[config.mk]
export PLATFORM = sky130hd
export DESIGN_NAME = rtmc_spi_bridge
export DESIGN_NICKNAME = d
export VERILOG_FILES = /design/src/rtl/rtmc_pkg.sv /design/src/rtl/rtmc_sync_edge.sv /design/src/rtl/rtmc_spi_bridge.sv
export SDC_FILE = /design/constraint.sdc
export NUM_CORES = 1
export LEC_CHECK = 0
export CAP_MARGIN = 40
export CORE_MARGIN = 1.5
export CORE_UTILIZATION = 48
export DETAILED_ROUTE_END_ITERATION = 12
export GPL_TIMING_DRIVEN = 1
export HOLD_SLACK_MARGIN = 0.08
export PLACE_DENSITY = 0.84
export SLEW_MARGIN = 30
export SYNTH_ARGS = -nofsm -noshare
export SYNTH_HDL_FRONTEND = slang
export SYNTH_SLANG_ARGS = --single-unit
[constraint.sdc]
create_clock -name clk -period 2.1 [get_ports clk]
set_input_delay 0.42 -clock clk [delete_from_list [all_inputs] [get_ports clk]]
set_output_delay 0.42 -clock clk [all_outputs]
set_load 0.05 [all_outputs]
[src/rtl/rtmc_pkg.sv]
// Shared definitions for the SPI-to-register-bus bridge: frame field positions,
// FSM state encoding and bus-timeout constants.
package rtmc_pkg;

   localparam int CMD_RD_BIT  = 31;
   localparam int ADDR_LSB    = 16;
   localparam int FRAME_BITS  = 32;
   localparam int TIMEOUT_VAL = 15;

   localparam logic [15:0] RD_TIMEOUT_DATA = 16'hDEAD;

   typedef enum logic [2:0] {
      ST_IDLE       = 3'd0,
      ST_SHIFT_HDR  = 3'd1,
      ST_RD_REQ     = 3'd2,
      ST_SHIFT_DATA = 3'd3,
      ST_WR_REQ     = 3'd4,
      ST_DONE       = 3'd5
   } state_t;

endpackage

[src/rtl/rtmc_sync_edge.sv]
// Multi-flop synchroniser with rise/fall detection on the synchronised level.
// RST_VAL sets the level the chain holds in reset (idle level of the pin).
module rtmc_sync_edge #(
   parameter int   STAGES  = 2,
   parameter logic RST_VAL = 1'b0
) (
   input  logic clk,
   input  logic rst_n,
   input  logic din,
   output logic level,
   output logic rise,
   output logic fall
);

   logic [STAGES-1:0] sync_q;
   logic              prev_q;

   always_ff @(posedge clk or negedge rst_n) begin
      if (!rst_n) begin
         sync_q <= {STAGES{RST_VAL}};
         prev_q <= RST_VAL;
      end else begin
         sync_q[0] <= din;
         for (int i = 1; i < STAGES; i++) begin
            sync_q[i] <= sync_q[i-1];
         end
         prev_q <= sync_q[STAGES-1];
      end
   end

   assign level = sync_q[STAGES-1];
   assign rise  = level & ~prev_q;
   assign fall  = ~level & prev_q;

endmodule

[src/rtl/rtmc_spi_bridge.sv]
// SPI mode-0 slave that turns 32-bit host frames into register-bus reads/writes.
// Optional bus timeout with sticky status bit: define RTMC_SPI_TIMEOUT_EN.
module rtmc_spi_bridge
   import rtmc_pkg::*;
#(
   parameter int ADDR_W      = 8,
   parameter int DATA_W      = 16,
   parameter int SYNC_STAGES = 2
) (
   input  logic              clk,
   input  logic              rst_n,
   input  logic              spi_sclk,
   input  logic              spi_cs_n,
   input  logic              spi_mosi,
   output logic              spi_miso,
   output logic              spi_miso_oe,
   output logic [ADDR_W-1:0] reg_addr,
   output logic [DATA_W-1:0] reg_wdat,
   output logic              reg_wr,
   output logic              reg_rd,
   input  logic [DATA_W-1:0] reg_rdat,
   input  logic              reg_ack,
   output logic              busy
);

   // Header occupies the first FRAME_BITS-DATA_W bits; the rx register holds
   // exactly one header, then exactly one data field.
   localparam logic [5:0] CNT_HDR      = 6'(FRAME_BITS - DATA_W);
   localparam logic [5:0] CNT_FULL     = 6'(FRAME_BITS);
   localparam logic [5:0] CNT_TX_SHIFT = CNT_HDR + 6'd1;
   localparam int         CMD_POS      = CMD_RD_BIT - DATA_W;
   localparam int         ADDR_POS     = ADDR_LSB - DATA_W;

   logic sclk_level, sclk_rise, sclk_fall;
   logic cs_level, cs_rise, cs_fall;
   logic [SYNC_STAGES-1:0] mosi_sync_q;
   logic mosi_bit;

   state_t state_q, state_d;
   logic [5:0]        bit_cnt_q;
   logic [DATA_W-1:0] rx_q;
   logic [DATA_W-1:0] tx_q;
   logic [ADDR_W-1:0] addr_q;
   logic [DATA_W-1:0] wdat_q;
   logic is_rd_q, miso_en_q, hdr_bit_q, pending_q, abort_q;

   logic start, shift_en, hdr_done, wr_go, req_done, rd_abort;
   logic req_active, to_expired, hdr_flag;

   rtmc_sync_edge #(.STAGES(SYNC_STAGES), .RST_VAL(1'b0)) u_sclk_sync (
      .clk   (clk),
      .rst_n (rst_n),
      .din   (spi_sclk),
      .level (sclk_level),
      .rise  (sclk_rise),
      .fall  (sclk_fall)
   );

   rtmc_sync_edge #(.STAGES(SYNC_STAGES), .RST_VAL(1'b1)) u_cs_sync (
      .clk   (clk),
      .rst_n (rst_n),
      .din   (spi_cs_n),
      .level (cs_level),
      .rise  (cs_rise),
      .fall  (cs_fall)
   );

   always_ff @(posedge clk or negedge rst_n) begin
      if (!rst_n) begin
         mosi_sync_q <= '0;
      end else begin
         mosi_sync_q[0] <= spi_mosi;
         for (int i = 1; i < SYNC_STAGES; i++) begin
            mosi_sync_q[i] <= mosi_sync_q[i-1];
         end
      end
   end
   assign mosi_bit = mosi_sync_q[SYNC_STAGES-1];

   // A frame deferred behind a handshake starts only once SCLK is at its idle level.
   assign start      = (state_q == ST_IDLE) &&
                       (cs_fall || (pending_q && !cs_level && !sclk_level));
   assign shift_en   = sclk_rise && !cs_level && (state_q != ST_IDLE);
   assign hdr_done   = (state_q == ST_SHIFT_HDR) && !cs_level && (bit_cnt_q == CNT_HDR);
   assign wr_go      = (state_q == ST_SHIFT_DATA) && !cs_level && !is_rd_q &&
                       (bit_cnt_q == CNT_FULL);
   assign req_active = (state_q == ST_RD_REQ) || (state_q == ST_WR_REQ);
   assign req_done   = reg_ack || to_expired;
   assign rd_abort   = abort_q || cs_level;

`ifdef RTMC_SPI_TIMEOUT_EN
   logic [3:0] to_cnt_q;
   logic       to_flag_q;

   assign to_expired = req_active && !reg_ack && (to_cnt_q == 4'(TIMEOUT_VAL - 1));
   assign hdr_flag   = to_flag_q;

   always_ff @(posedge clk or negedge rst_n) begin
      if (!rst_n) begin
         to_cnt_q  <= '0;
         to_flag_q <= 1'b0;
      end else begin
         to_cnt_q <= req_active ? to_cnt_q + 4'd1 : 4'd0;
         if (to_expired) begin
            to_flag_q <= 1'b1;
         end else if (start) begin
            to_flag_q <= 1'b0;
         end
      end
   end
`else
   assign to_expired = 1'b0;
   assign hdr_flag   = 1'b0;
`endif

   always_ff @(posedge clk or negedge rst_n) begin
      if (!rst_n) begin
         state_q <= ST_IDLE;
      end else begin
         state_q <= state_d;
      end
   end

   always_comb begin
      state_d = state_q;
      unique case (state_q)
         ST_IDLE:       if (start) state_d = ST_SHIFT_HDR;
         ST_SHIFT_HDR: begin
            if (cs_level)      state_d = ST_IDLE;
            else if (hdr_done) state_d = rx_q[CMD_POS] ? ST_RD_REQ : ST_SHIFT_DATA;
         end
         ST_RD_REQ:     if (req_done) state_d = rd_abort ? ST_IDLE : ST_SHIFT_DATA;
         ST_SHIFT_DATA: begin
            if (cs_level)   state_d = ST_IDLE;
            else if (wr_go) state_d = ST_WR_REQ;
         end
         ST_WR_REQ:     if (req_done) state_d = ST_DONE;
         ST_DONE:       if (cs_level || pending_q) state_d = ST_IDLE;
         default:       state_d = ST_IDLE;
      endcase
   end

   always_comb begin
      reg_rd = (state_q == ST_RD_REQ);
      reg_wr = (state_q == ST_WR_REQ);
      busy   = (state_q != ST_IDLE);
   end

   always_ff @(posedge clk or negedge rst_n) begin
      if (!rst_n) begin
         bit_cnt_q <= '0;
         rx_q      <= '0;
         tx_q      <= '0;
         addr_q    <= '0;
         wdat_q    <= '0;
         is_rd_q   <= 1'b0;
         miso_en_q <= 1'b0;
         hdr_bit_q <= 1'b0;
         pending_q <= 1'b0;
         abort_q   <= 1'b0;
      end else begin
         if (state_q == ST_IDLE) begin
            bit_cnt_q <= '0;
         end else if (shift_en && bit_cnt_q != CNT_FULL) begin
            bit_cnt_q <= bit_cnt_q + 6'd1;
            rx_q      <= {rx_q[DATA_W-2:0], mosi_bit};
         end

         if (hdr_done) begin
            addr_q  <= rx_q[ADDR_POS +: ADDR_W];
            is_rd_q <= rx_q[CMD_POS];
         end
         if (wr_go) begin
            wdat_q <= rx_q;
         end

         // TX bit 15 is presented for the 17th rise, so shifting starts after it.
         if (state_q == ST_RD_REQ && req_done && !rd_abort) begin
            tx_q      <= reg_ack ? reg_rdat : DATA_W'(RD_TIMEOUT_DATA);
            miso_en_q <= 1'b1;
         end else if (state_q == ST_IDLE) begin
            miso_en_q <= 1'b0;
         end else if (sclk_fall && miso_en_q) begin
            if (bit_cnt_q == CNT_FULL) begin
               miso_en_q <= 1'b0;
            end else if (bit_cnt_q >= CNT_TX_SHIFT) begin
               tx_q <= {tx_q[DATA_W-2:0], 1'b0};
            end
         end

         if (start) begin
            hdr_bit_q <= hdr_flag;
         end else if (sclk_fall || state_q != ST_SHIFT_HDR) begin
            hdr_bit_q <= 1'b0;
         end

         if (state_q == ST_IDLE) begin
            if (start || cs_level) pending_q <= 1'b0;
         end else if (cs_fall) begin
            pending_q <= 1'b1;
         end

         abort_q <= (state_q == ST_RD_REQ) ? (abort_q | cs_rise) : 1'b0;
      end
   end

   assign reg_addr    = addr_q;
   assign reg_wdat    = wdat_q;
   assign spi_miso    = hdr_bit_q | (miso_en_q & tx_q[DATA_W-1]);
   assign spi_miso_oe = ~cs_level;

endmodule

==> run_results.csv <==
group,metric,value,unit
clock_tree,numCtsBuffers,9,
power,ir_drop,0.4715,mV
yosys,yosys.area.top_type,"dfrtp_1",
detailed_routing,routed_wirelength,6348,um
setup_path,start_kind,"register",
yosys,synth_top_area_share,57.25,%
sta,finalCritPeriodShare,103.8,%
detailed_routing,drcViolationCount,5,
global_route,grt_pass1_vias,2180,
detailed_routing,first_pass_iters,8,
place,place_congestion,0.7946,
setup_path,critical_path_required,2.33,ns
layout,post_layout_nonfiller_instances,408,
clock_tree,cts.sinks,77,
detailed_routing,wl_per_cell,15.56,um
yosys,yosysUniqueCellTypes,39,
setup_path,crit_path_cell_trace,"inv_2, ha_1, or3b_4, or2_4, o21a_1, or3_4, mux2_4",
floorplan,ios,51,
setup_path,crit_type,"register to register",
sta,finalSetupViolCount,8,
global_route,grt.total_usage,17.88,%
yosys,synth_area_leaders,"dfrtp_1 (57%), mux2_2 (11%), mux2i_1 (4.6%), mux2_1 (3.1%), a21oi_1 (3.1%)",
layout,nets,353,
status,violations,"design-rule violations, negative setup slack",
sta,finClkSkew,0.003550,ns
yosys,synthesis.area,0.003234,sq mm
clock_tree,cts.clk_slew.worst_paths,0.07,ns
yosys,syn_nets,284,
run,drv_cap,0,
sta,fin_ws,-0.07984,ns
setup_path,cp_slowest_stage_delay,0.39,ns
global_route,grt_max_degree,42,
place,io_buffer_count,50,
yosys,synth-seq-cells,77,
place,dpl_cell_area,0.003939,sq mm
layout,n_antenna_cell,0,
yosys,syn_avg_cell_area,12.54,sq um
hold_path,hp-start,"u_sclk_sync.sync_q[0]",
layout,n_fill_cell,473,
sta,relSlewSlack,65.40,%
layout,layout-drive-gt1-share,25.98,%
status,status,"finished, violations left",
place,hpwl,4031,um
floorplan,fp.dieW,85.09,um
yosys,syn_inst,258,
detailed_routing,drtIter0Drc,115,
sta,tightest_slew,0.5190,ns
sta,max_freq,458.8,MHz
yosys,yosysSeqAreaShare,59.69,%
detailed_routing,ant_nets,0,
sta,hold_viol_final,0,
yosys,yosys_warnings,0,
global_route,antenna_found_initial,0,
detailed_routing,via_per_inst,5.336,
floorplan,rows,29,
setup_path,timing.critical_path.from,"bit_cnt_q[0]",
power,power,0.004266,W
layout,final_area,0.004250,sq mm
sta,slew_violations,0,
clock_tree,clk_path_buf_depth,2,
setup_path,cp-end-kind,"register",
layout,area_growth,31.41,%
global_route,grt.overflow.total,0,
clock_tree,htree_levels,3,
clock_tree,cts_tree,"done",
setup_path,crit_path_top_delay_cell,"dfrtp_1",
power,power.density,1004,mW/mm^2
floorplan,dieArea,0.007239,sq mm
detailed_routing,vias,2177,
floorplan,core,0.006422,sq mm
power,leakagePower,2.074,nW
floorplan,start_util,50.36,%
layout,utilization,66.18,%
setup_path,r2r_start,"bit_cnt_q[0]",
setup_path,arrival,2.41,ns
clock_tree,clk_latency,0.34,ns
place,placed_cells_incl_taps,390,
sta,period_minus_slack,2.180,ns
floorplan,dieHeight,85.09,um
global_route,grt_pass1_wl,10150,um
hold_path,hp-class,"register to register",
sta,rsz0062_at_grt,"true",
setup_path,critical_path_peak_fanout,4,
clock_tree,cts_root_buffer,"clkbuf_8",
-- path summary, 6_finish.rpt --
check                                        endpoint  slack, ns  cells past startpoint
worst max register to register             state_q[0]      -0.08                      7
worst max-delay path                       state_q[0]      -0.08                      7
worst min register to register  u_sclk_sync.sync_q[1]       0.35                      0
min in group asynchronous                   pending_q       0.60                      2
max in group asynchronous                bit_cnt_q[3]       0.94                      3
worst min-delay path            u_sclk_sync.sync_q[1]       0.35                      0
-- cell families (layout without fill, tap and decap cells) --
logic type | count (synthesis) | in the layout | share of synthesized area [%]
xor gates and xnor gates | 3 | 3 | 0.8125
adders and majority gates | 4 | 4 | 1.547
AOI/OAI and AO/OA | 33 | 33 | 5.687
and+or+nand+nor | 65 | 65 | 10.25
muxes | 57 | 57 | 19.38
buffers and inverters | 19 | 92 | 2.630
DFF | 77 | 77 | 59.69
-- power breakdown --
part           leakage, nW  internal, W  switching, W
clock                0.101     0.000603      0.000518
combinational        0.986     0.000590      0.000539
sequential           0.987      0.00178      0.000238
total                 2.07      0.00297       0.00130
-- critical path: cells and delay by family (launching register included) --
family / cells / cell delay (ns)
AND/OR/NAND/NOR: 3 / 0.98
flip-flops: 1 / 0.39
multiplexers: 1 / 0.30
AO/OA/AOI/OAI: 1 / 0.20
adder cells (fa/ha/maj): 1 / 0.13
buffers and inverters: 1 / 0.06
-- state kept, by name, summed over array words and instances (netlist names), 2 cells and up --
| name | count |
|---|---|
| u_sclk_sync.sync_q | 2 |
| tx_q | 16 |
| mosi_sync_q | 2 |
| reg_addr | 8 |
| reg_wdat | 16 |
| rx_q | 16 |
| bit_cnt_q | 6 |
| u_cs_sync.sync_q | 2 |
| state_q | 3 |
-- synth_stat cells, drive strengths merged --
cell type	n
or2	1
nand2	10
or3	2
mux2i	15
o22a	1
o32ai	1
nor2	26
inv	9
clkbuf	4
mux2	42
o21a	1
ha	4
o2111ai	1
a21oi	20
dfstp	3
xnor2	3
or3b	2
nor2b	2
or4b	1
nand3	5
or4	1
nor3b	3
o21ai	7
nor3	6
buf	6
a31oi	1
nor4	1
nand2b	4
o221ai	1
dfrtp	74
and2	1
-- per-layer routing --
metal	vias up	track usage, %	routed length, um
met5	-	0	0
met4	0	5.365	55
met3	6	5.545	325
met2	48	27.63	3045
met1	1090	24.48	2921
li1	1033	-	-
-- area by class of cell --
| type | instances | area, sq um | area share (%) |
|---|---|---|---|
| Clock buffer | 11 | 151.4 | 3.562 |
| Clock inverter | 4 | 47.55 | 1.119 |
| Inverter | 9 | 33.78 | 0.7948 |
| Multi-Input combinational cell | 162 | 1262 | 29.70 |
| Sequential cell | 77 | 1931 | 45.42 |
| Tap cell | 77 | 96.34 | 2.267 |
| Timing Repair Buffer | 68 | 728.2 | 17.13 |
-- through the flow --
stage | worst slack [ns] | TNS, ns | hold WS, ns
final | -0.07984 | -0.1203 | 0.3510
after CTS | -0.07154 | -0.08065 | 0.3541
after global routing | -0.1584 | -2.034 | 0.3677
after detailed placement | -0.07883 | -0.6662 | 0.3365
after floorplan | -0.05144 | -0.4327 | 0.1244
after global placement | -0.02613 | -0.02613 | 0.3333
-- placed cells by master, fill, tap and decap left out, types with 5 or more instances in the layout --
| cell type | count |
|---|---|
| buf_12 | 5 |
| mux2i_1 | 15 |
| a21oi_1 | 19 |
| inv_1 | 6 |
| clkdlybuf4s50_1 | 45 |
| buf_4 | 13 |
| o21ai_0 | 7 |
| mux2_2 | 30 |
| nor2_1 | 26 |
| mux2_1 | 9 |
| dfrtp_1 | 74 |
| clkbuf_8 | 11 |
| nand3_1 | 5 |
| nor3_1 | 5 |
| nand2_1 | 9 |
-- what timing repair did --
| item | CTS | global route |
|---|---|---|
| setup buffers | 0 | 0 |
| pin swaps | 0 | 1 |
| gates resized for setup | 7 | 8 |
| cloned | 0 | 2 |
| endpoints found under the setup margin | 17 | 37 |
| hold buffers | 1 | 0 |
| endpoints found under the hold margin | 37 | 0 |
(Power assumes the default switching activity.)
